**config.mk**
```make
export PLATFORM = sky130hd
export DESIGN_NAME = central_fsm_flat
export DESIGN_NICKNAME = d
export VERILOG_FILES = /design/src/rtl/central_fsm_pkg.sv /design/src/rtl/central_fsm_if.sv /design/src/rtl/central_fsm_press_edge.sv /design/src/rtl/central_fsm.sv /design/src/flat_wrapper.sv
export SDC_FILE = /design/constraint.sdc
export NUM_CORES = 1
export LEC_CHECK = 0
export BUFFER_PORTS_ARGS = -buffer_cell sky130_fd_sc_hd__buf_4
export CELL_PAD_IN_SITES_DETAIL_PLACEMENT = 1
export CELL_PAD_IN_SITES_GLOBAL_PLACEMENT = 1
export CORE_ASPECT_RATIO = 0.6
export CORE_MARGIN = 2
export CORE_UTILIZATION = 42
export CTS_CLUSTER_DIAMETER = 60
export DETAILED_ROUTE_END_ITERATION = 10
export GPL_TIMING_DRIVEN = 1
export PLACE_DENSITY = 0.85
export SYNTH_ARGS = -nofsm -noshare
export SYNTH_HDL_FRONTEND = slang
export SYNTH_SLANG_ARGS = --single-unit
```
**constraint.sdc**
```tcl
create_clock -name clk -period 2.8 [get_ports clk]
set_input_delay 0.42 -clock clk [delete_from_list [all_inputs] [get_ports clk]]
set_output_delay 0.42 -clock clk [all_outputs]
set_load 0.01 [all_outputs]
```
**src/rtl/central_fsm_pkg.sv**
```systemverilog
// Shared key codes, state/setting encodings and value limits for the
// elevator-simulator central control FSM.
package central_fsm_pkg;

  localparam logic [3:0] KEY_STOP   = 4'hA;
  localparam logic [3:0] KEY_RESUME = 4'hB;
  localparam logic [3:0] KEY_UP     = 4'hC;
  localparam logic [3:0] KEY_DOWN   = 4'hD;
  localparam logic [3:0] KEY_ESC    = 4'hE;
  localparam logic [3:0] KEY_ENTER  = 4'hF;

  typedef enum logic [1:0] {
    SIM_IDLE = 2'd0,
    SIM_RUN  = 2'd1,
    SIM_STOP = 2'd2
  } sim_state_e;

  typedef enum logic [1:0] {
    SET_PEOPLE = 2'd0,
    SET_SPEED  = 2'd1,
    SET_RSV2   = 2'd2,
    SET_RSV3   = 2'd3
  } setting_e;

  localparam logic [5:0] MAX_PEOPLE = 6'd63;
  localparam logic [2:0] MAX_SPEED  = 3'd7;
  localparam logic [1:0] MAX_DIGITS = 2'd2;
  localparam logic [2:0] SPEED_RST  = 3'd1;

endpackage

```
**src/rtl/central_fsm_if.sv**
```systemverilog
// Keypad inputs and configuration/state outputs of the central control FSM.
interface central_fsm_if;
  logic [3:0] buttonBus;
  logic       pressed;
  logic [1:0] simState;
  logic [1:0] setting;
  logic [2:0] simSpeed;
  logic [5:0] people;

  modport master (
    output buttonBus, pressed,
    input  simState, setting, simSpeed, people
  );

  modport slave (
    input  buttonBus, pressed,
    output simState, setting, simSpeed, people
  );
endinterface

```
**src/rtl/central_fsm_press_edge.sv**
```systemverilog
// Registers the keypad level and emits one event pulse per low-to-high press.
module press_edge (
  input  logic clk,
  input  logic rst,
  input  logic pressed_i,
  output logic event_o
);

  logic pressed_q;
  logic pressed_d;

  always_comb begin
    pressed_d = pressed_i;
  end

  always_ff @(posedge clk or posedge rst) begin
    if (rst) pressed_q <= 1'b0;
    else     pressed_q <= pressed_d;
  end

  assign event_o = pressed_i & ~pressed_q;

endmodule

```
**src/rtl/central_fsm.sv**
```systemverilog
// Central control FSM: decodes keypad press events into run/stop state,
// the selected setting, and the speed/passenger configuration registers.
module central_fsm
  import central_fsm_pkg::*;
(
  input logic          clk,
  input logic          rst,
  central_fsm_if.slave bus
);

  sim_state_e state_q, state_d;
  logic [1:0] setting_q, setting_d;
  logic [2:0] speed_q, speed_d;
  logic [5:0] people_q, people_d;
  logic [6:0] buf_q, buf_d;
  logic [1:0] cnt_q, cnt_d;
  logic       key_evt;
  logic [3:0] key;

  function automatic logic [5:0] sat_people(input logic [6:0] v);
    return (v > {1'b0, MAX_PEOPLE}) ? MAX_PEOPLE : v[5:0];
  endfunction

  function automatic logic [2:0] sat_speed(input logic [6:0] v);
    return (v > {4'b0, MAX_SPEED}) ? MAX_SPEED : v[2:0];
  endfunction

  press_edge u_press_edge (
    .clk       (clk),
    .rst       (rst),
    .pressed_i (bus.pressed),
    .event_o   (key_evt)
  );

  assign key = bus.buttonBus;

  always_ff @(posedge clk or posedge rst) begin
    if (rst) begin
      state_q   <= SIM_IDLE;
      setting_q <= SET_PEOPLE;
      speed_q   <= SPEED_RST;
      people_q  <= 6'd0;
      buf_q     <= 7'd0;
      cnt_q     <= 2'd0;
    end else begin
      state_q   <= state_d;
      setting_q <= setting_d;
      speed_q   <= speed_d;
      people_q  <= people_d;
      buf_q     <= buf_d;
      cnt_q     <= cnt_d;
    end
  end

  always_comb begin
    state_d   = state_q;
    setting_d = setting_q;
    speed_d   = speed_q;
    people_d  = people_q;
    buf_d     = buf_q;
    cnt_d     = cnt_q;
    if (key_evt) begin
      case (key)
        KEY_STOP: begin
          if (state_q == SIM_RUN) state_d = SIM_STOP;
        end
        KEY_RESUME: begin
          if (state_q != SIM_RUN) state_d = SIM_RUN;
        end
        KEY_ESC: begin
          if (state_q == SIM_STOP) state_d = SIM_IDLE;
          buf_d = 7'd0;
          cnt_d = 2'd0;
        end
        // The entry buffer is cleared only when the setting actually moves.
        KEY_UP: begin
          if (setting_q != SET_RSV3) begin
            setting_d = setting_q + 2'd1;
            buf_d     = 7'd0;
            cnt_d     = 2'd0;
          end
        end
        KEY_DOWN: begin
          if (setting_q != SET_PEOPLE) begin
            setting_d = setting_q - 2'd1;
            buf_d     = 7'd0;
            cnt_d     = 2'd0;
          end
        end
        KEY_ENTER: begin
          if (cnt_q != 2'd0) begin
            if (setting_q == SET_PEOPLE)     people_d = sat_people(buf_q);
            else if (setting_q == SET_SPEED) speed_d  = sat_speed(buf_q);
          end
          buf_d = 7'd0;
          cnt_d = 2'd0;
        end
        // Remaining codes are digits; at most two digits keep buf_q <= 99.
        default: begin
          if (cnt_q < MAX_DIGITS) begin
            buf_d = (buf_q * 7'd10) + {3'b0, key};
            cnt_d = cnt_q + 2'd1;
          end
        end
      endcase
    end
  end

  assign bus.simState = state_q;
  assign bus.setting  = setting_q;
  assign bus.simSpeed = speed_q;
  assign bus.people   = people_q;

endmodule

```
**src/flat_wrapper.sv**
```systemverilog
// flat-port wrapper written by rule: the top's interface ports become plain ports
module central_fsm_flat import central_fsm_pkg::*;
  (clk, rst, bus_buttonBus, bus_pressed, bus_simState, bus_setting, bus_simSpeed, bus_people);
  central_fsm_if bus_i ();
  input logic clk;
  input logic rst;
  input wire logic [$bits(bus_i.buttonBus)-1:0] bus_buttonBus;
  input wire logic [$bits(bus_i.pressed)-1:0] bus_pressed;
  output wire logic [$bits(bus_i.simState)-1:0] bus_simState;
  output wire logic [$bits(bus_i.setting)-1:0] bus_setting;
  output wire logic [$bits(bus_i.simSpeed)-1:0] bus_simSpeed;
  output wire logic [$bits(bus_i.people)-1:0] bus_people;
  assign bus_i.buttonBus = bus_buttonBus;
  assign bus_i.pressed = bus_pressed;
  assign bus_simState = bus_i.simState;
  assign bus_setting = bus_i.setting;
  assign bus_simSpeed = bus_i.simSpeed;
  assign bus_people = bus_i.people;
  central_fsm u_core (.clk(clk), .rst(rst), .bus(bus_i));
endmodule
```
==> flow_summary.toml, run 1 <==
[drt]
wire_per_inst_um = 15.63
wirelength_mm = 3.080
vias_per_cell = 5.051
postRouteAntennaNets = 0
dr_total_vias = 995
drc = 0
drt_iter0_markers = 48
first_pass_iters = 4

[floorplan]
die_area_mm2 = 0.003750
io_pins = 20
die_h_um = 48.24
start_util = 0.4304
fp.dieW_um = 77.74
std_cell_rows = 16
design.core.area_mm2 = 0.003183

[logic_synthesis]
synth_top_family_by_area = "simple AND/OR/NAND/NOR gates"
synth_mux_area_frac = 0.07945
yosys.area_share.xor_xnor = 0.05114
yosys.area_share.adder = 0.1297
synth_compound_area_frac = 0.09863
synthSimpleGateAreaFrac = 0.1534
syn-cell-area_mm2 = 0.001370
synthFlopType = "dfrtp_1"
syn-num-nets = 151
ys_seq_area_frac = 0.4210
ys_ff_latch = 23
async_flop_share = 1.000
synth_area_leaders = "dfrtp_1, ha_1, inv_1"
yosys.area.top_type_share = 0.4018
synth-edff-count = 0
yosysTopAreaCell = "dfrtp_1"
syn_inst = 131
synthTopCellsByCount = "dfrtp_1, inv_1, ha_1"
syn_area_per_cell_um2 = 10.46
yosysWarningCount = 0
ys_types = 37

[placement]
hpwl_mm = 2.415
placed_cell_area_mm2 = 0.001560
port_buffers = 19
globalplace.congestion = 0.8329

[power]
vdd_drop_max_mv = 0.4289
cellPowerDensity_mw_per_mm2 = 888.8
p_leak_nw = 0.8214
power.total_w = 0.001428

[cells_and_area]
fin_util = 0.5047
design_area_mm2 = 0.001607
syn_to_final_growth_pct = 17.26
diodes = 0
drive_above_1_share = 0.2566
nNetsFinal = 173

[worst_setup_path]
crit_type = "register to register"
endpoint_kind = "register"
critical_path_required_ns = 2.99
cp.arrival_ns = 2.42
start_kind = "register"
path_max_fanout = 5

[sta]
slew-limit-headroom = 0.3812
max_freq_mhz = 449.4
min_period_over_period = 0.7947
worst_pin_slew_ns = 0.9272
setup_viol = 0
final_hold_viol_count = 0
hold_slack_ns = 0.2857
setup_tns_ns = 0
min_period_ns = 2.225
drv_slew = 0
clock_skew_ns = 0.003377
rsz0062_at_grt = "false"

[cts]
root_buffer = "clkbuf_8"
cts.clk_slew.worst_paths_ns = 0.09
cts_tree = "built"
cts_sinks = 23
cts_buffer_depth = 2
cts_setup_buffers = 0
cts_resized = 0
cts_buffers = 3
clock_latency_ns = 0.27
cts_hold_buf = 0
htreeDepth = 1

[global_routing]
grt_start_max_net_pins = 24
grt_usage = 0.1783
grt_pass1_wl_mm = 4.954
gr-total-overflow = 0
grt_pass1_vias = 1004
antenna_found_initial = 0

[worst_hold_path]
hp-class = "primary input to register"

[run]
maxCapViolCount = 0

[run_status]
status = "finished, final reports clean"
## path summary, 6_finish.rpt
check,startpoint,endpoint,slack (ns),cells after the start
worst max-delay path,u_core.buf_q[1],u_core.buf_q[6],0.57,6
worst min-delay path,bus_pressed,u_core.u_press_edge.pressed_q,0.29,1
worst max register to register,u_core.buf_q[1],u_core.buf_q[6],0.57,6
worst min register to register,u_core.bus.people[0],u_core.bus.people[0],0.53,2
max in group asynchronous,rst,u_core.buf_q[4],1.88,2
min in group asynchronous,rst,u_core.bus.simState[0],0.35,2
## layout make-up
type | count | area (um2)
fillers | 360 | 1577
multi-input cells | 84 | 701.9
flip-flops and latches | 23 | 576.8
repair buffers | 19 | 142.6
inverters | 22 | 82.58
well taps | 45 | 56.30
clock buffers | 3 | 41.29
clock inverters | 1 | 5.005
## report_power, final
part,switching (W),internal [W]
combinational,0.000371,0.000318
sequential,0.0000986,0.000426
clock,0.000115,0.0000996
## state kept, by name (all words and copies together) (netlist names)
signal and cells:
u_core.cnt_q 2, u_core.u_press_edge.pressed_q 1, u_core.bus.simSpeed 3, u_core.buf_q 7, u_core.bus.simState 2, u_core.bus.people 6
u_core.bus.setting 2
## stage by stage
step / cells / worst slack [ns]
floorplan: 131 / 0.6774
global placement: 193 / 0.6287
detailed placement: 193 / 0.5799
CTS: 197 / 0.5635
global route: 197 / 0.4622
finish: 197 / 0.5748
## critical path: stages, from the launching register on
cell	delay [ns]
dfrtp_1	0.45
ha_1	0.33
ha_1	0.20
inv_1	0.06
fa_1	0.46
or4_4	0.53
o221ai_2	0.13
## cell families after synthesis
| logic type | count (synthesis) |
|---|---|
| XOR/XNOR | 8 |
| AO/OA/AOI/OAI | 20 |
| AND/OR/NAND/NOR | 33 |
| buffers and inverters | 24 |
| flip-flops | 23 |
| multiplexers | 10 |
| adder cells (fa/ha/maj) | 13 |
## layer usage
layer  up-vias  global-route usage  share of wire
met5         -                   0              0
met4         0                   0              0
met3         0             0.04444          0.032
met2        19              0.3017           0.45
met1       496              0.2529           0.52
li1        480                   -              -
## layout by cell type, fill, tap and decap left out, types with 2 or more instances in the layout
master / count
a21o_1: 2
a21oi_1: 2
buf_4: 19
clkbuf_8: 3
dfrtp_1: 22
fa_1: 2
ha_1: 11
inv_1: 22
mux2_2: 3
mux2i_1: 6
nand2_1: 9
nand3_1: 5
nor2_1: 7
o21ai_0: 6
o22ai_1: 3
o31ai_1: 2
xnor2_1: 7
(Power assumes the default switching activity.)
==> inputs of run 2 (changes only) <==
==> constraint.sdc (replaced) <==
create_clock -name clk -period 2.25 [get_ports clk]
set_input_delay 0.3375 -clock clk [delete_from_list [all_inputs] [get_ports clk]]
set_output_delay 0.3375 -clock clk [all_outputs]
set_load 0.01 [all_outputs]
==> flow_summary.toml, run 2 (same netlist as run 1, synthesis figures left out) <==
[run_status]
status = "finished, final reports clean"

[worst_hold_path]
hp-class = "primary input to register"

[drt]
wirelength_mm = 3.075
vias_per_cell = 5.050
wire_per_inst_um = 15.45
postRouteAntennaNets = 0
first_pass_iters = 4
dr_total_vias = 1005
drc = 0
drt_iter0_markers = 37

[global_routing]
grt_usage = 0.1894
grtUsageMet2 = 0.3517
grt_pass1_wl_mm = 5.181
antenna_found_initial = 0
grt_util_met3 = 0.05741
met1_usage = 0.2315
gr-total-overflow = 0
grt-busiest-layer = "met2"
grt_pass1_vias = 1073
grt_start_max_net_pins = 24

[cts]
cts_setup_buffers = 0
cts_buffer_depth = 2
cts_tree = "built"
cts.clk_slew.worst_paths_ns = 0.08
cts_hold_buf = 0
cts_sinks = 23
cts_resized = 0
clock_latency_ns = 0.27
htreeDepth = 1
cts_buffers = 3
root_buffer = "clkbuf_8"

[placement]
hpwl_mm = 2.491
dp_cells = 195
port_buffers = 19
globalplace.congestion = 0.8599
placed_cell_area_mm2 = 0.001575

[floorplan]
std_cell_rows = 16
start_util = 0.4304
design.core.area_mm2 = 0.003183
die_area_mm2 = 0.003750
die_h_um = 48.24
io_pins = 20
fp.dieW_um = 77.74

[power]
p_leak_nw = 0.8318
vdd_drop_max_mv = 0.5512
p_clk_frac = 0.144
cellPowerDensity_mw_per_mm2 = 1099
intPower_w = 0.001062
combPwrFrac = 0.495
sw_frac_of_total = 0.4042
seqPwrFrac = 0.361
p_switching_w = 0.0007204

[cells_and_area]
diodes = 0
drive_above_1_share = 0.2662
final_cell_mix = "inv_1, dfrtp_1, buf_4, ha_1, nand2_1"
fin_util = 0.5094
final_cells = 199
nNetsFinal = 175
syn_to_final_growth_pct = 18.36
design_area_mm2 = 0.001622
largest_reg_flops = 7
regMostFlops = "u_core.buf_q"

[worst_setup_path]
critical_path_required_ns = 2.44
start_kind = "register"
rrSetupSlack_ns = 0.09
path_max_fanout = 4
crit_type = "register to register"
endpoint_kind = "register"
cp.arrival_ns = 2.35

[sta]
worst_pin_slew_ns = 0.8862
clock_skew_ns = 0.005948
min_period_ns = 2.158
final_hold_viol_count = 0
rsz0062_at_grt = "false"
setup_tns_ns = 0
drv_slew = 0
setup_viol = 0
min_period_over_period = 0.9592
slew-limit-headroom = 0.4085
max_freq_mhz = 463.4

[run]
maxCapViolCount = 0
run 2: cell count changes in the layout (fill, tap and decap cells not counted), sizes merged:
cell,previous run,this run
buf,19,21
run 2: worst paths after layout:
check | startpoint | endpoint | cells past startpoint
max | u_core.buf_q[3] | u_core.buf_q[6] | 6
min | bus_pressed | u_core.u_press_edge.pressed_q | 1
max reg2reg | u_core.buf_q[3] | u_core.buf_q[6] | 6
min reg2reg | u_core.bus.people[2] | u_core.bus.people[2] | 2
max in group asynchronous | rst | u_core.buf_q[4] | 2
min in group asynchronous | rst | u_core.u_press_edge.pressed_q | 2
run 2: area by class of cell:
cell class	count	area [um2]
clock buffer	3	41.29
tap	45	56.30
inverter	22	82.58
timing repair buffer	21	157.7
sequential	23	576.8
fill	366	1562
multi-input combinational	84	701.9
clock inverter	1	5.005
run 2: routing by layer:
layer,vias to the layer above,part of all wire
met2,18,0.46
met4,0,0.0062
li1,483,-
met1,500,0.49
met5,-,0
met3,4,0.047
run 2: critical path: stages, from the launching register on:
cell      delay (ns)
dfrtp_1         0.42
ha_1            0.29
ha_1            0.19
inv_1           0.06
fa_1            0.45
or4_4           0.53
o221ai_2        0.13
run 2: power groups by stage:
stage                     Combinational, W  Clock, W  Sequential (W)
after CTS                         0.000894  0.000269        0.000646
after global placement            0.000831         0        0.000639
after global routing              0.000995  0.000285        0.000664
after floorplan                   0.000592         0        0.000648
after detailed placement          0.000883         0        0.000654
final                             0.000881  0.000257        0.000643
run 2: per-stage QoR:
stage / hold slack (ns) / setup WS, ns / power (W)
6_report: 0.1982 / 0.09187 / 0.001782
5_1_grt: 0.1955 / 0.01372 / 0.001945
4_1_cts: 0.1931 / 0.07989 / 0.001809
3_5_place_dp: 0.4778 / 0.1018 / 0.001537
3_3_place_gp: 0.4773 / 0.1475 / 0.001471
2_1_floorplan: 0.3387 / 0.1274 / 0.001240
